===== config.mk =====
export PLATFORM = sky130hd
export DESIGN_NAME = ncl_qadd_seq
export DESIGN_NICKNAME = d
export VERILOG_FILES = /design/src/rtl/ncl_qadd_pkg.sv /design/src/rtl/ncl_sync_bus.sv /design/src/rtl/ncl_qadd_seq.sv
export SDC_FILE = /design/constraint.sdc
export NUM_CORES = 1
export LEC_CHECK = 0
export BUFFER_PORTS_ARGS = -buffer_cell sky130_fd_sc_hd__buf_2
export CAP_MARGIN = 20
export CORE_AREA = 8 8 109 111
export CTS_BUF_LIST = sky130_fd_sc_hd__clkbuf_4
export CTS_CLUSTER_SIZE = 10
export DETAILED_ROUTE_END_ITERATION = 16
export DIE_AREA = 0 0 117 119
export GPL_TIMING_DRIVEN = 0
export PLACE_DENSITY = 0.76
export SLEW_MARGIN = 20
export SYNTH_ARGS = -nofsm -noshare
export SYNTH_HDL_FRONTEND = slang
export SYNTH_SLANG_ARGS = --single-unit

===== constraint.sdc =====
create_clock -name clk -period 3.02 [get_ports clk]
set_input_delay 0.453 -clock clk [delete_from_list [all_inputs] [get_ports clk]]
set_output_delay 0.453 -clock clk [all_outputs]
set_load 0.01 [all_outputs]

===== src/rtl/ncl_qadd_pkg.sv =====
// Shared types and rail helpers for the quaternary NCL adder sequencer.
// Quad-rail digits are 1-of-4 codes; dual-rail carries use the DR_* rail indices.
package ncl_qadd_pkg;

   typedef enum logic [2:0] {
      IDLE,
      DATA_WAIT,
      NULL_WAIT,
      RESULT,
      ERROR
   } state_t;

   localparam int DR_ZERO = 0;
   localparam int DR_ONE  = 1;

   function automatic logic [3:0] q_enc(input logic [1:0] v);
      q_enc = 4'b0001 << v;
   endfunction

   function automatic logic [1:0] q_dec(input logic [3:0] r);
      case (r)
         4'b0010: q_dec = 2'd1;
         4'b0100: q_dec = 2'd2;
         4'b1000: q_dec = 2'd3;
         default: q_dec = 2'd0;
      endcase
   endfunction

   function automatic logic q_onehot(input logic [3:0] r);
      q_onehot = (r != 4'b0000) && ((r & (r - 4'd1)) == 4'b0000);
   endfunction

endpackage


===== src/rtl/ncl_sync_bus.sv =====
// Multi-flop synchroniser for a bundle of monotonic NCL return signals.
// Each bit is synchronised independently; rails only change in one direction per phase.
module ncl_sync_bus #(
   parameter int WIDTH  = 1,
   parameter int STAGES = 2
) (
   input  logic             clk,
   input  logic             rst,
   input  logic [WIDTH-1:0] d,
   output logic [WIDTH-1:0] q
);

   logic [STAGES-1:0][WIDTH-1:0] stage_reg;

   always_ff @(posedge clk or posedge rst) begin
      if (rst) begin
         stage_reg <= '0;
      end else begin
         stage_reg[0] <= d;
         for (int i = 1; i < STAGES; i++) begin
            stage_reg[i] <= stage_reg[i-1];
         end
      end
   end

   assign q = stage_reg[STAGES-1];

endmodule


===== src/rtl/ncl_qadd_seq.sv =====
// Clocked sequencer driving DATA/NULL wavefronts through a quaternary NCL adder chain.
// Optional multi-rail fault detection is enabled by defining NCL_ONEHOT_CHECK_EN.
module ncl_qadd_seq
   import ncl_qadd_pkg::*;
#(
   parameter int DIGITS      = 4,
   parameter int SYNC_STAGES = 2,
   parameter int TIMEOUT_CYC = 1024
) (
   input  logic                  clk,
   input  logic                  init,
   input  logic                  in_valid,
   output logic                  in_ready,
   input  logic [2*DIGITS-1:0]   a_bin,
   input  logic [2*DIGITS-1:0]   b_bin,
   input  logic                  cin,
   output logic [4*DIGITS-1:0]   aq,
   output logic [4*DIGITS-1:0]   bq,
   output logic [1:0]            carryin,
   output logic                  adder_init,
   input  logic [DIGITS-1:0]     ab_comp,
   input  logic [4*DIGITS-1:0]   sumq,
   input  logic [1:0]            carryout,
   output logic                  sum_comp,
   output logic                  carry_comp,
   output logic                  res_valid,
   input  logic                  res_ready,
   output logic [2*DIGITS-1:0]   res_sum,
   output logic                  res_cout,
`ifdef NCL_ONEHOT_CHECK_EN
   output logic                  onehot_err,
`endif
   output logic                  err,
   input  logic                  err_clr
);

   localparam int W  = 2 * DIGITS;
   localparam int SW = DIGITS + 4 * DIGITS + 2;
   localparam int TW = $clog2(TIMEOUT_CYC + 1);

   state_t              state_reg;
   logic [TW-1:0]       timer_reg;
   logic [SYNC_STAGES:0] init_sr_reg;

   logic [SW-1:0]       sync_q;
   logic [DIGITS-1:0]   ab_comp_s;
   logic [4*DIGITS-1:0] sumq_s;
   logic [1:0]          carryout_s;

   logic [4*DIGITS-1:0] aq_enc, bq_enc;
   logic [1:0]          cin_enc;
   logic [W-1:0]        sum_dec;
   logic [DIGITS-1:0]   dig_onehot, dig_null;
   logic                dcomp, ncomp, in_wait, complete, timeout, onehot_fault, to_err;

   ncl_sync_bus #(.WIDTH(SW), .STAGES(SYNC_STAGES)) u_sync (
      .clk (clk),
      .rst (init),
      .d   ({ab_comp, sumq, carryout}),
      .q   (sync_q)
   );

   assign ab_comp_s  = sync_q[SW-1 -: DIGITS];
   assign sumq_s     = sync_q[4*DIGITS+1 : 2];
   assign carryout_s = sync_q[1:0];

   genvar gi;
   generate
      for (gi = 0; gi < DIGITS; gi++) begin : g_digit
         assign aq_enc[4*gi +: 4]  = q_enc(a_bin[2*gi +: 2]);
         assign bq_enc[4*gi +: 4]  = q_enc(b_bin[2*gi +: 2]);
         assign sum_dec[2*gi +: 2] = q_dec(sumq_s[4*gi +: 4]);
         assign dig_onehot[gi]     = q_onehot(sumq_s[4*gi +: 4]);
         assign dig_null[gi]       = (sumq_s[4*gi +: 4] == 4'b0000);
      end
   endgenerate

   always_comb begin
      cin_enc = 2'b00;
      cin_enc[cin ? DR_ONE : DR_ZERO] = 1'b1;
   end

   assign dcomp   = (&dig_onehot) && (carryout_s[DR_ONE] ^ carryout_s[DR_ZERO]) && (&ab_comp_s);
   assign ncomp   = (&dig_null) && (carryout_s == 2'b00) && (ab_comp_s == '0);
   assign timeout = (timer_reg == TW'(TIMEOUT_CYC - 1));

`ifdef NCL_ONEHOT_CHECK_EN
   logic [DIGITS-1:0] dig_multi;
   assign dig_multi = ~dig_onehot & ~dig_null;
   assign onehot_fault = in_wait && ((|dig_multi) || (&carryout_s));
`else
   assign onehot_fault = 1'b0;
`endif

   // A completion seen in the same cycle as the timeout wins; a rail fault beats both.
   always_comb begin
      in_wait  = (state_reg == DATA_WAIT) || (state_reg == NULL_WAIT);
      complete = (state_reg == DATA_WAIT) ? dcomp : ncomp;
      to_err   = in_wait && (onehot_fault || (!complete && timeout));
   end

   // Array init is held for SYNC_STAGES+1 edges so the synchronisers flush the old wavefront.
   always_ff @(posedge clk or posedge init) begin
      if (init) begin
         init_sr_reg <= '1;
      end else begin
         init_sr_reg <= {init_sr_reg[SYNC_STAGES-1:0], 1'b0};
      end
   end

   assign adder_init = init_sr_reg[SYNC_STAGES];
   assign carry_comp = sum_comp;

   always_ff @(posedge clk or posedge init) begin
      if (init) begin
         state_reg  <= IDLE;
         timer_reg  <= '0;
         aq         <= '0;
         bq         <= '0;
         carryin    <= '0;
         sum_comp   <= 1'b0;
         in_ready   <= 1'b0;
         res_valid  <= 1'b0;
         res_sum    <= '0;
         res_cout   <= 1'b0;
         err        <= 1'b0;
`ifdef NCL_ONEHOT_CHECK_EN
         onehot_err <= 1'b0;
`endif
      end else if (to_err) begin
         state_reg  <= ERROR;
         timer_reg  <= '0;
         aq         <= '0;
         bq         <= '0;
         carryin    <= '0;
         sum_comp   <= 1'b1;
         in_ready   <= 1'b0;
         res_valid  <= 1'b0;
         err        <= 1'b1;
`ifdef NCL_ONEHOT_CHECK_EN
         onehot_err <= onehot_fault;
`endif
      end else begin
         case (state_reg)
            IDLE: begin
               timer_reg <= '0;
               if (in_valid && in_ready) begin
                  aq        <= aq_enc;
                  bq        <= bq_enc;
                  carryin   <= cin_enc;
                  in_ready  <= 1'b0;
                  state_reg <= DATA_WAIT;
               end else begin
                  in_ready  <= ~init_sr_reg[SYNC_STAGES-1];
               end
            end
            DATA_WAIT: begin
               if (dcomp) begin
                  res_sum   <= sum_dec;
                  res_cout  <= carryout_s[DR_ONE];
                  aq        <= '0;
                  bq        <= '0;
                  carryin   <= '0;
                  sum_comp  <= 1'b1;
                  timer_reg <= '0;
                  state_reg <= NULL_WAIT;
               end else begin
                  timer_reg <= timer_reg + TW'(1);
               end
            end
            NULL_WAIT: begin
               if (ncomp) begin
                  sum_comp  <= 1'b0;
                  res_valid <= 1'b1;
                  timer_reg <= '0;
                  state_reg <= RESULT;
               end else begin
                  timer_reg <= timer_reg + TW'(1);
               end
            end
            RESULT: begin
               if (res_ready) begin
                  res_valid <= 1'b0;
                  in_ready  <= 1'b1;
                  state_reg <= IDLE;
               end
            end
            ERROR: begin
               if (err_clr && ncomp) begin
                  err        <= 1'b0;
`ifdef NCL_ONEHOT_CHECK_EN
                  onehot_err <= 1'b0;
`endif
                  sum_comp   <= 1'b0;
                  in_ready   <= 1'b1;
                  state_reg  <= IDLE;
               end
            end
            default: state_reg <= IDLE;
         endcase
      end
   end

endmodule


==> impl_metrics.csv, run 1 <==
group,metric,value,unit
timing,slew_viol_final,0,
place,dp_cells,590,
worst_setup_path,worstSetupPathType,"reg2reg",
cells_and_area,regArea,0.00271,mm²
global_route,grt_overflow,0,
global_route,grt_usage,15.1,%
place,io_buffers,92,
pwr,power_density,561,mW/mm²
detailed_routing,wirelength,10000,µm
clock_network,clk_latency,0.46,ns
clock_network,hold_buffers,0,
global_route,grt_start_max_net_pins,35,
detailed_routing,first_pass_iters,5,
clock_network,cts.path.max_buffers,2,
clock_network,cts-buffers-inserted,9,
floorplanning,placementRows,37,
detailed_routing,wl_per_cell,16.4,µm
detailed_routing,vias,3233,
floorplanning,fp.dieW,117,µm
cells_and_area,fillCellCount,912,
synth,syn-num-nets,405,
synth,synth_area,0.00444,mm²
detailed_routing,via_per_inst,5.30,
cells_and_area,multi_input_area,0.00163,mm²
outcome,status,"complete, no violations",
cells_and_area,syn2layout_area_growth,20.9,%
worst_setup_path,cp_max_fo,10,
worst_setup_path,reg2reg_setup_slack,0.17,ns
synth,synth_top_family_by_area,"simple AND/OR/NAND/NOR gates",
synth,yosysWarnings,0,
synth,synth_edf_count,0,
pwr,vdd_ir_drop_max,390,µV
clock_network,cts_tree,"yes",
pwr,intPower,0.00213,W
timing,worst_slew_pin_slew,0.779,ns
floorplanning,die_area,0.0139,mm²
timing,rsz0062_at_grt,"false",
timing,fin_crit_sh,94.5,%
pwr,combPwrFrac,15.6,%
clock_network,cts-root-buf,"clkbuf_4",
detailed_routing,drc,0,
pwr,power,0.00301,W
cells_and_area,fin_nets,514,
detailed_routing,postRouteAntennaNets,0,
pwr,swShare,29.3,%
timing,hold_viol_final,0,
synth,synth_mux_area_share,8.60,%
floorplanning,start_util,43.9,%
worst_setup_path,cp.arrival,3.20,ns
timing,setup_viol,0,
global_route,grt_pass1_vias,3346,
worst_setup_path,crit_required,3.36,ns
cells_and_area,drive_gt1_share,29.8,%
pwr,seqPwrFrac,57.9,%
run,cap_violations,0,
clock_network,clock_sinks,108,
pwr,p_switching,0.000882,W
worst_setup_path,worstSetupStartpointType,"flip-flop",
synth,syn_area_per_cell,12.4,µm²
floorplanning,fp.dieH,119,µm
synth,synth_ff_type,"dfrtp_1",
synth,synth_cell_types,57,
pwr,clock_power_share,26.4,%
synth,synth-simple-area-share,15.5,%
worst_hold_path,holdCritPathClass,"in2async",
synth,synth_xor_area_share,1.97,%
synth,synth_seq_cells,108,
pwr,leakagePower,2.55,nW
synth,syn_inst,359,
timing,relSlewSlack,48.0,%
floorplanning,ioPinCount,93,
timing,skew,0.0219,ns
synth,synth_fa_ha_area_share,0.564,%
floorplanning,core,0.0101,mm²
cells_and_area,fin_cells,610,
global_route,grt_pass1_wl,16600,µm
synth,synth_compound_area_share,9.56,%
detailed_routing,drt-initial-drc-count,187,
clock_network,clkTransAtPathRegs,0.18,ns
global_route,antenna_found_initial,1,
timing,max_clock_freq,0.350,GHz
place,gp_congestion,0.872,
synth,async_flop_share,100,%
timing,period_minus_slack,2.85,ns
worst_setup_path,end_kind,"flip-flop",
clock_network,cts.htree.levels,3,
synth,ys_seq_area_share,61.0,%
place,hpwl,7380,µm
[routing by layer]
layer	wire length (µm)	track usage, %	up-vias	part of all wire (%)
li1	-	-	1526	-
met1	4320	18.9	1596	43
met2	5000	24.0	99	50
met3	585	4.24	12	5.8
met4	119	5.92	0	1.2
met5	0	0	-	0
[worst max-delay path, cell delays in order (launching register included)]
cell and delay [ns]:
dfrtp_1 0.54, nor4_1 0.12, or4_4 0.55, nor4_2 0.39
a21oi_1 0.18, o32ai_4 0.31, buf_12 0.16, buf_6 0.15
mux2_1 0.33
[power groups by stage]
stage	Sequential (W)	Clock, W	Combinational [W]
3_3_place_gp	0.00176	0	0.000447
5_1_grt	0.00177	0.000878	0.000529
3_5_place_dp	0.00177	0	0.000475
6_report	0.00174	0.000796	0.000471
4_1_cts	0.00174	0.000826	0.000477
2_1_floorplan	0.00179	0	0.000226
[cell usage after synthesis, types with 6 or more instances]
library cell	instances	area, µm²
o21ai_0	13	65.1
and3_1	11	68.8
xnor2_1	8	70.1
nand3_1	9	45.0
nor2_1	12	45.0
dfrtp_1	105	2630
mux2_1	29	327
clkbuf_1	6	22.5
a21oi_1	6	30.0
nor3b_1	16	120
nor3_1	14	70.1
nand2_1	36	135
o41ai_1	8	70.1
inv_1	8	30.0
[per-stage QoR]
step / util (%) / setup WS [ns] / cell area (µm²) / hold WS, ns / TNS [ns]
5_1_grt: 53.1 / 0.0295 / 5360 / 0.0144 / 0
2_1_floorplan: - / 0.517 / 4440 / 0.331 / 0
3_5_place_dp: 50.9 / -0.183 / 5140 / 0.335 / -3.06
6_report: 53.1 / 0.165 / 5360 / 0.0293 / 0
3_3_place_gp: 50.2 / -0.0851 / 5070 / 0.334 / -1.32
4_1_cts: 52.8 / 0.0677 / 5330 / 0.0110 / 0
[kinds of logic (layout without fill, tap and decap cells)]
kind of cell	Yosys count	after routing
buffers and inverters	23	137
AOI/OAI and AO/OA	57	57
xor gates and xnor gates	10	10
other	1	2
adders and majority gates	2	2
DFF	108	108
muxes	34	34
and+or+nand+nor	124	124
[cells in the final DEF, fill, tap and decap left out, types with 3 or more instances in the layout]
master    instances
dfrtp_1         105
buf_2            95
nand2_1          36
mux2_1           29
nor3b_1          16
o21ai_0          13
nor3_1           12
nor2_1           12
and3_1           11
nand3_1           9
clkbuf_4          9
xnor2_1           8
o41ai_1           8
inv_1             7
clkbuf_1          6
a21oi_1           6
nor4_1            5
o22ai_1           5
nand4_1           5
a22oi_1           4
a31oi_1           4
mux2_2            4
buf_6             3
or3_1             3
buf_4             3
dfstp_2           3
buf_12            3
[timing repair]
| item | 4_1_cts | 5_1_grt |
|---|---|---|
| endpoints found under the setup margin | 20 | 28 |
| pin swaps | 0 | 2 |
| setup buffers | 0 | 3 |
| gates resized for setup | 3 | 0 |
[final timing paths]
check,startpoint,end,depth (start not counted)
hold / removal,init,aq[6]$_DFFE_PP0P_,2
setup / recovery,u_sync.q[12]$_DFF_PP0_,bq[4]$_DFFE_PP0P_,8
max in group asynchronous,init,bq[11]$_DFFE_PP0P_,5
min in group clk,sumq[8],u_sync.stage_reg[10]$_DFF_PP0_,1
setup reg to reg,u_sync.q[12]$_DFF_PP0_,bq[4]$_DFFE_PP0P_,8
hold reg to reg,init_sr_reg[0]$_DFF_PP1_,init_sr_reg[1]$_DFF_PP1_,0
[layout make-up]
class | instances | share of cell area, %
Clock inverter | 7 | 1.91
Timing Repair Buffer | 98 | 10.5
Sequential cell | 108 | 50.5
Buffer | 15 | 1.63
Inverter | 8 | 0.630
Antenna cell | 1 | 0.0467
Tap cell | 136 | 3.17
Clock buffer | 9 | 1.26
Multi-Input combinational cell | 228 | 30.4
(Power assumes the default switching activity.)
==> run 2: changes to the inputs <==
Settings changed: SYNTH_HIERARCHICAL set to 1.
==> impl_metrics.csv, run 2 <==
group,metric,value,unit
clock_network,clkTransAtPathRegs,0.18,ns
synth,yosysTopAreaCellShare,59.1,%
clock_network,cts-root-buf,"clkbuf_4",
synth,ys_top_cells_by_area,"dfrtp_1 (59%), nand2_1 (4.6%), buf_4 (3.9%), o31ai_1 (2.2%), nor2_1 (2.1%)",
floorplanning,die_area,0.0139,mm²
cells_and_area,syn2layout_area_growth,19.2,%
detailed_routing,wirelength,9650,µm
synth,ys_seq_area_share,60.9,%
cells_and_area,final_cell_mix,"dfrtp_1 (105), buf_2 (92), nand2_1 (55)",
floorplanning,start_util,44.1,%
place,dp_slack,0.311,ns
timing,fin_ws,0.487,ns
global_route,grt_start_max_net_pins,36,
timing,hold_viol_final,0,
worst_setup_path,critPathSlowestCell,"dfrtp_1",
place,hpwl,7430,µm
worst_setup_path,crit_family,"simple AND/OR/NAND/NOR gates",
cells_and_area,antennaDiodeCount,0,
synth,synthTopCellsByCount,"dfrtp_1 (105), nand2_1 (55), nor2_1 (25)",
global_route,grt_pass1_wl,16000,µm
worst_setup_path,cp_max_fo,10,
worst_hold_path,holdCritPathClass,"in2reg",
detailed_routing,drt-initial-drc-count,175,
detailed_routing,wl_met1,4030,µm
synth,synth_ff_type,"dfrtp_1",
worst_setup_path,slowest_delay,0.44,ns
global_route,grt_usage,14.4,%
pwr,leakagePower,2.56,nW
global_route,antenna_found_initial,0,
outcome,status,"complete, no violations",
timing,fin_crit_sh,83.9,%
pwr,power_density,715,mW/mm²
clock_network,cts.htree.levels,3,
detailed_routing,via_per_inst,5.17,
clock_network,clk_latency,0.48,ns
timing,timing.setup.tns,0,ns
global_route,grt_pass1_vias,3309,
timing,max_clock_freq,0.395,GHz
worst_setup_path,worstSetupStartpointType,"flip-flop",
clock_network,cts_tree,"yes",
floorplanning,fp.dieH,119,µm
detailed_routing,dr_wl_met3,675,µm
synth,synth_top_area_cell,"dfrtp_1",
synth,synth_seq_cells,108,
clock_network,clock_sinks,108,
worst_setup_path,end_kind,"flip-flop",
synth,synth_edf_count,0,
global_route,grt_overflow,0,
floorplanning,ioPinCount,93,
detailed_routing,wl_per_cell,15.1,µm
timing,slew_viol_final,0,
floorplanning,core,0.0101,mm²
timing,rsz0062_at_grt,"false",
timing,worst_slew_pin_slew,0.852,ns
detailed_routing,postRouteAntennaNets,0,
synth,yosysWarnings,6,
detailed_routing,top_layer_used,"met4",
cells_and_area,fin_nets,544,
detailed_routing,first_pass_iters,6,
worst_setup_path,cp.arrival,2.89,ns
synth,syn_inst,392,
worst_setup_path,path_cells,"ha_1 > nand3_4 > nor4_4 > nand2_1 > o32a_1 > or3_4 > buf_6 > buf_6 > nand2_1 > o31ai_1",
timing,period_minus_slack,2.53,ns
worst_setup_path,crit_required,3.37,ns
detailed_routing,drc,0,
synth,async_flop_share,100,%
pwr,vdd_ir_drop_max,312,µV
worst_setup_path,path_buf_inv,2,
synth,synth_area,0.00445,mm²
detailed_routing,vias,3305,
clock_network,cts.path.max_buffers,2,
place,io_buffers,92,
place,gp_congestion,0.925,
timing,relSlewSlack,42.7,%
detailed_routing,dr_wl_met2,4760,µm
cells_and_area,drive_gt1_share,30.6,%
timing,setup_viol,0,
floorplanning,fp.dieW,117,µm
synth,syn-num-nets,438,
cells_and_area,layout_commonest_cell,"dfrtp_1",
run,cap_violations,0,
floorplanning,placementRows,37,
worst_setup_path,worstSetupPathType,"reg2reg",
clock_network,postCtsSetupBuffers,0,
synth,syn_area_per_cell,11.3,µm²
synth,synth_cell_types,55,
timing,skew,0.0402,ns
clock_network,cts-buffers-inserted,9,
synth,yosysMostFrequentCell,"dfrtp_1",
[run 2: area by class of cell]
class | count | area (µm²)
Multi-Input combinational cell | 236 | 1460
Fill cell | 917 | 4790
Timing Repair Buffer | 95 | 518
Buffer | 39 | 263
Inverter | 9 | 36.3
Clock buffer | 9 | 67.6
Sequential cell | 108 | 2710
Tap cell | 136 | 170
Clock inverter | 7 | 86.3
[run 2: path summary, 6_finish.rpt]
check | slack (ns) | startpoint | cells after the start | end
worst max register to register | 0.49 | timer_reg[0]$_DFFE_PP0P_ | 10 | aq[8]$_DFFE_PP0P_
min in group asynchronous | 0.52 | init | 3 | res_sum[0]$_DFFE_PP0P_
worst min-delay path | 0.08 | sumq[0] | 1 | u_sync/stage_reg[2]$_DFF_PP0_
worst min register to register | 0.36 | u_sync/stage_reg[10]$_DFF_PP0_ | 0 | u_sync/q[10]$_DFF_PP0_
max in group asynchronous | 1.92 | init | 4 | init_sr_reg[1]$_DFF_PP1_
worst max-delay path | 0.49 | timer_reg[0]$_DFFE_PP0P_ | 10 | aq[8]$_DFFE_PP0P_
[run 2: timing repair]
item | in CTS | in global routing
setup endpoints to repair | 0 | 3
resized for setup | 0 | 1
hold endpoints to repair | 35 | 0
hold buffers | 1 | 0
[run 2: per-layer routing]
layer | vias to the layer above | global-route usage [%]
li1 | 1569 | -
met1 | 1601 | 17.6
met2 | 118 | 23.9
met3 | 17 | 4.35
met4 | 0 | 4.56
met5 | - | 0
[run 2: worst register-to-register path: cells and delay by family, from the launching register on]
kind                       cells  cell delay (ns)
buffers and inverters          2             0.30
and+or+nand+nor                5             1.06
adders and majority gates      1             0.27
AOI/OAI and AO/OA              2             0.35
DFF                            1             0.44
[run 2: cells by family (layout without fill, tap and decap cells)]
family,Yosys count,in the layout,synth area share [%]
adder cells (fa/ha/maj),2,2,0.563
XOR/XNOR,12,12,2.36
AND/OR/NAND/NOR,127,127,14.1
multiplexers,4,4,0.900
AO/OA/AOI/OAI,90,90,14.4
buffers and inverters,48,159,6.67
flip-flops,108,108,60.9
other,1,1,0.0843
[run 2: where the power goes]
part           internal, W  switching, W
combinational     0.000506      0.000680
sequential         0.00170      0.000153
clock             0.000208      0.000544
total              0.00241       0.00138
[run 2: through the flow]
stage	util (%)	cell area, µm²	std cells	total power [W]	hold WS, ns
final	52.5	5300	639	0.00379	0.0765
after global routing	52.5	5300	639	0.00404	0.0100
after CTS	52.5	5300	639	0.00382	0.0484
after detailed placement	50.9	5130	622	0.00308	0.335
after global placement	50.3	5080	620	0.00302	0.333
after floorplan	-	4450	392	0.00261	0.331
